## src/rtl/uart_pkg.sv

```systemverilog
// Shared UART definitions: receiver state encoding, bit-period math and a 2-of-3 vote helper.
package uart_pkg;

    typedef enum logic [1:0] {
        IDLE      = 2'd0,
        START_BIT = 2'd1,
        DATA_BITS = 2'd2,
        STOP_BIT  = 2'd3
    } uart_state_e;

    // One definition of the bit timer for both transmitter and receiver.
    function automatic logic [15:0] calc_clk_per_baud(input int clk_freq_mhz, input int baud);
        int ratio;
        ratio = (clk_freq_mhz * 1_000_000) / baud;
        return ratio[15:0];
    endfunction

    function automatic logic maj3(input logic a, input logic b, input logic c);
        return (a & b) | (a & c) | (b & c);
    endfunction

endpackage

```

## src/rtl/uart_rx_sync.sv

```systemverilog
// Two-flop synchronizer for the serial line plus a registered copy for falling-edge detect.
module uart_rx_sync (
    input  logic clk,
    input  logic reset,
    input  logic rx,
    output logic rx_s,
    output logic fall
);

    logic rx_meta;
    logic rx_sync;
    logic rx_d;

    // Flops reset to the idle-high line level so leaving reset never looks like an edge on an idle line.
    always_ff @(posedge clk or negedge reset) begin
        if (!reset) begin
            rx_meta <= 1'b1;
            rx_sync <= 1'b1;
            rx_d    <= 1'b1;
        end else begin
            rx_meta <= rx;
            rx_sync <= rx_meta;
            rx_d    <= rx_sync;
        end
    end

    assign rx_s = rx_sync;
    assign fall = rx_d & ~rx_sync;

endmodule

```

## src/rtl/uart_rx_state_machine.sv

```systemverilog
// 8N1 UART receiver, LSB first, bit period clk_per_baud+1 clocks (matches the transmitter).
// Define UART_RX_MAJORITY_EN to take each sample as a 2-of-3 vote over the last three rx_s values.
//
//   state     | meaning
//   IDLE      | waiting for a falling edge on rx_s, counter held at 0
//   START_BIT | timing to mid start bit, rejecting false starts
//   DATA_BITS | sampling 8 data bits one bit period apart
//   STOP_BIT  | sampling the stop bit, then valid or frame_err
module uart_rx_state_machine
    import uart_pkg::*;
#(
    parameter int baudrate     = 187_500,
    parameter int clk_freq_MHz = 80
) (
    input  logic       clk,
    input  logic       reset,
    input  logic       rx,
    output logic [7:0] data,
    output logic       valid,
    output logic       frame_err,
    output logic       busy
);

    localparam logic [15:0] CLK_PER_BAUD = calc_clk_per_baud(clk_freq_MHz, baudrate);
    localparam int          HALF_PERIOD  = (int'(CLK_PER_BAUD) + 1) / 2;
    localparam logic [15:0] HALF_M1      = 16'(HALF_PERIOD - 1);

    uart_state_e state;
    uart_state_e state_nxt;
    logic [15:0] cnt;
    logic [2:0]  bit_idx;
    logic [7:0]  shift_reg;
    logic        rx_s;
    logic        fall;
    logic        sample_bit;
    logic        tick;
    logic        load_data;
    logic        stop_err;

    uart_rx_sync u_sync (
        .clk   (clk),
        .reset (reset),
        .rx    (rx),
        .rx_s  (rx_s),
        .fall  (fall)
    );

`ifdef UART_RX_MAJORITY_EN
    logic rx_h1;
    logic rx_h2;

    always_ff @(posedge clk or negedge reset) begin
        if (!reset) begin
            rx_h1 <= 1'b1;
            rx_h2 <= 1'b1;
        end else begin
            rx_h1 <= rx_s;
            rx_h2 <= rx_h1;
        end
    end

    assign sample_bit = maj3(rx_s, rx_h1, rx_h2);
`else
    assign sample_bit = rx_s;
`endif

    // Start bit decides at mid-bit; every later decision is one full bit period after the last.
    assign tick = (state == START_BIT) ? (cnt == HALF_M1) : (cnt == CLK_PER_BAUD);

    always_ff @(posedge clk or negedge reset) begin
        if (!reset) begin
            state <= IDLE;
        end else begin
            state <= state_nxt;
        end
    end

    always_comb begin
        state_nxt = state;
        case (state)
            IDLE:      if (fall) state_nxt = START_BIT;
            START_BIT: if (tick) state_nxt = sample_bit ? IDLE : DATA_BITS;
            DATA_BITS: if (tick && bit_idx == 3'd7) state_nxt = STOP_BIT;
            STOP_BIT:  if (tick) state_nxt = IDLE;
            default:   state_nxt = IDLE;
        endcase
    end

    always_comb begin
        busy      = (state != IDLE);
        load_data = (state == STOP_BIT) && tick && sample_bit;
        stop_err  = (state == STOP_BIT) && tick && !sample_bit;
    end

    always_ff @(posedge clk or negedge reset) begin
        if (!reset) begin
            cnt       <= 16'd0;
            bit_idx   <= 3'd0;
            shift_reg <= 8'h00;
            data      <= 8'h00;
            valid     <= 1'b0;
            frame_err <= 1'b0;
        end else begin
            cnt       <= (state == IDLE || tick) ? 16'd0 : cnt + 16'd1;
            valid     <= load_data;
            frame_err <= stop_err;
            if (state == START_BIT) begin
                bit_idx <= 3'd0;
            end else if (state == DATA_BITS && tick) begin
                bit_idx   <= bit_idx + 3'd1;
                shift_reg <= {sample_bit, shift_reg[7:1]};
            end
            if (load_data) begin
                data <= shift_reg;
            end
        end
    end

endmodule

```

## config.mk

```make
export PLATFORM = sky130hd
export DESIGN_NAME = uart_rx_state_machine
export DESIGN_NICKNAME = d
export VERILOG_FILES = /design/src/rtl/uart_pkg.sv /design/src/rtl/uart_rx_sync.sv /design/src/rtl/uart_rx_state_machine.sv
export SDC_FILE = /design/constraint.sdc
export NUM_CORES = 1
export LEC_CHECK = 0
export ABC_AREA = 1
export CAP_MARGIN = 30
export CELL_PAD_IN_SITES_DETAIL_PLACEMENT = 1
export CELL_PAD_IN_SITES_GLOBAL_PLACEMENT = 1
export CORE_MARGIN = 2
export CORE_UTILIZATION = 40
export CTS_CLUSTER_SIZE = 14
export DETAILED_ROUTE_END_ITERATION = 8
export PLACE_DENSITY_LB_ADDON = 0.1
export SETUP_SLACK_MARGIN = 0.1
export SLEW_MARGIN = 20
export SYNTH_ARGS = -nofsm -noshare
export SYNTH_HDL_FRONTEND = slang
export SYNTH_SLANG_ARGS = --single-unit
```

## constraint.sdc

```tcl
create_clock -name clk -period 1.72 [get_ports clk]
set_clock_uncertainty 0.05 [all_clocks]
set_input_delay 0.172 -clock clk [delete_from_list [all_inputs] [get_ports clk]]
set_output_delay 0.172 -clock clk [all_outputs]
set_load 0.05 [all_outputs]
```

==> metrics.md <==
| Metric | Value |
|---|---|
| Status | `finished, final reports clean` |
| CP arrival | `around 1.4 ns` |
| Per-cell routed wire length | `between 15 and 20 um` |
| Congestion Overflow GR | `0` |
| Die ar. | `~6000 um^2` |
| Req. time, crit path | `1.50 ns` |
| # DRC | `0` |
| Clk root buf | `clkbuf_8` |
| PD cells | `867.1 nW/um^2` |
| Syn Area/Cell | `approximately 8 um^2` |
| Clk pin slew, worst setup/hold paths | `0.09 ns` |
| Slowest-stage cell, CP | `dfrtp_2` |
| Max-slew headroom | `between 60 and 70%` |
| HP Class | `in -> reg` |
| Antenna diodes | `0` |
| Vias in the first global route | `between 2000 and 2500` |
| Fmax | `603.4 MHz` |
| Die Width | `around 77 um` |
| Share of cells above drive strength 1 | `37.26%` |
| First-pass GRT wire length | `9880 um` |
| Slew Limit Fails | `0` |
| Placed cell count | `between 300 and 400` |
| Largest net degree at the start of global routing | `43` |
| Critical path type | `reg -> out` |
| Clock latency at the later pin of the worst-skew pair | `~0.3 ns` |
| Crit. End Element | `output port` |
| Cell Chain, Critical Path | `buf_4 > buf_4 > nor2_2 > inv_2 > buf_12` |
| Tcrit/Tclk final | `a little over nine tenths` |
| CP Launch Type | `flip-flop` |
| TritonCTS clock tree | `built` |
| RSZ-0062 raised after global routing | `true` |
| Final setup viols | `0` |
| FP Rows | `26` |
| Largest stage delay on the critical path | `0.47 ns` |
| Flops & latches, synth | `42` |
| H-tree depth | `2` |
| Post-Syn Nets | `270` |
| Vias per cell | `5.031` |
| Pleak | `between 1 and 1.5 nW` |
| CP Buf/Inv Count | `4` |
| Layout Nets | `approximately 320` |
| I/O Buffers | `13` |
| Largest register FFs | `16` |
| 1st-iter DRT viols | `98` |
| Initial antenna violation count | `0` |
| Fin cells | `384` |
| Die height | `77.33 um` |
| Cts bufs inserted | `5` |
| Total number of vias | `slightly below 2000` |
| Warnings, synthesis | `0` |
| Top delay family on crit path | `buffers and inverters` |
| Share of the yosys chip area belonging to registers | `between 40% and 50%` |
| Post-DRT Antenna Nets | `0` |
| Crit path time final | `1.657 ns` |
| CP max FO | `5` |
| Core area | `~5100 um^2` |
| Clock Tree Buf Depth | `2` |
| VDD IR max | `~0.00044 V` |
| Starting Density | `about two fifths` |
| Clk sinks | `42` |
| Critical Path Most Common Cell | `buf_4` |
| Final-report hold violation count | `0` |
| Pre-CTS WS | `roughly 0.02 ns` |
| Post-Synthesis Cells | `264` |
| Drt first pass iters | `4` |
| GPL Wtd Cong | `around 0.87` |
| Synth-to-layout area growth | `34.96%` |
| Max_cap viols | `0` |
| Post-synth design cell area | `~2200 um^2` |
| Setup ws final | `~0.063 ns` |
| Post-Route WL | `between 6000 and 7000 um` |
| Total global-route track usage | `a little over a fifth` |
| Post-synth cell types | `32` |
| I/O pins | `14` |
| Dpl hpwl | `4044 um` |
| Worst slew pin tran | `0.5526 ns` |
[cells in the final DEF, fill, tap and decap left out, drive strengths merged]
master	count
nor2	34
clkinv	2
nor3b	2
nand4	8
clkbuf	6
xor2	3
dfstp	3
ha	3
inv	31
buf	35
dlygate4sd3	1
or2	1
o21ai	5
nand3	29
nand3b	1
dfrtp	39
nand2	85
a31oi	1
clkinvlp	1
nor3	14
dlygate4sd2	6
clkdlybuf4s50	1
a21oi	3
[layer usage]
metal	GRT usage (%)	wire, um	up-vias
li1	-	-	942
met1	29.53	2971	967
met5	0	0	-
met3	3.721	141	5
met4	5.536	46	0
met2	33.04	3005	18
[worst reg2reg max path, stage by stage (launching register included)]
cell	delay, ns
dfrtp_1	0.50
nand2_1	0.08
nand3b_1	0.21
nand2_4	0.13
inv_2	0.07
nor2_8	0.17
nand2_4	0.12
nand2_2	0.09
inv_2	0.04
nand2_1	0.04
nand2_1	0.05
[what timing repair did]
item	in CTS	in global routing
hold buffers	1	0
setup buffers	5	5
endpoints found under the hold margin	39	0
gates cloned	1	2
setup endpoints to repair	35	39
gates resized for setup	18	47
pin swaps	3	15
[cell usage after synthesis (all sizes together)]
cell type  number  area, um^2
nor3b           2       15.01
nor2           33       157.7
ha              3       37.54
inv            31       118.9
nand2          85       339.1
nor3           14       80.08
nand3          29       162.7
o21ai           5       25.02
nand3b          1       7.510
xor2            3       26.28
a31oi           1       6.260
or2             1       6.260
dfstp           3       78.83
nand4           7       65.06
clkbuf          1       3.750
buf             3       30.03
dfrtp          39       975.9
a21oi           3       15.01
[where the power goes]
| group | total, W | internal (W) | switching [W] |
|---|---|---|---|
| combinational | 0.000769 | 0.000311 | 0.000458 |
| sequential | 0.00110 | 0.00103 | 0.0000661 |
| clock | 0.000648 | 0.000285 | 0.000363 |
[stage by stage]
step	power [W]	setup TNS, ns	instance area (um^2)	utilization (%)	hold WS (ns)
CTS	0.002357	0	2665	51.85	0.2120
detailed placement	0.001681	0	2485	48.34	0.2410
global route	0.002659	-0.09331	2903	56.48	0.2216
floorplan	0.001429	0	2151	-	-0.1736
finish	0.002517	0	2903	56.48	0.2223
global placement	0.001665	0	2485	48.34	0.2352
[path summary, 6_finish.rpt]
check	from	to	slack, ns	cells past startpoint
max in group asynchronous	reset	cnt[2]$_DFF_PN0_	0.78	3
setup / recovery	state[0]$_DFFE_PN0P_	busy	0.06	5
setup reg to reg	cnt[6]$_DFF_PN0_	bit_idx[2]$_DFFE_PN0P_	0.07	10
min in group asynchronous	reset	bit_idx[2]$_DFFE_PN0P_	0.42	3
hold / removal	rx	u_sync.rx_meta$_DFF_PN1_	0.22	1
hold reg to reg	u_sync.rx_meta$_DFF_PN1_	u_sync.rx_s$_DFF_PN1_	0.31	0
[cell families (layout without fill, tap and decap cells)]
family                     after synthesis  in the layout  synth area share (%)
adders and majority gates                3              3                 1.745
AOI/OAI and AO/OA                        9              9                 2.152
and+or+nand+nor                        172            174                 38.74
xor gates and xnor gates                 3              3                 1.222
DFF                                     42             42                 49.04
buffers and inverters                   35             83                 7.097
[cell type report]
cell class                      count  area (um^2)
Sequential cell                    42         1062
Clock inverter                      3        21.27
Timing Repair Buffer               44        390.4
Inverter                           31        118.9
Tap cell                           70        87.58
Fill cell                         636         2237
Multi-Input combinational cell    189         1154
Clock buffer                        5        68.82
Note: power is estimated with default switching activity, not from simulation.
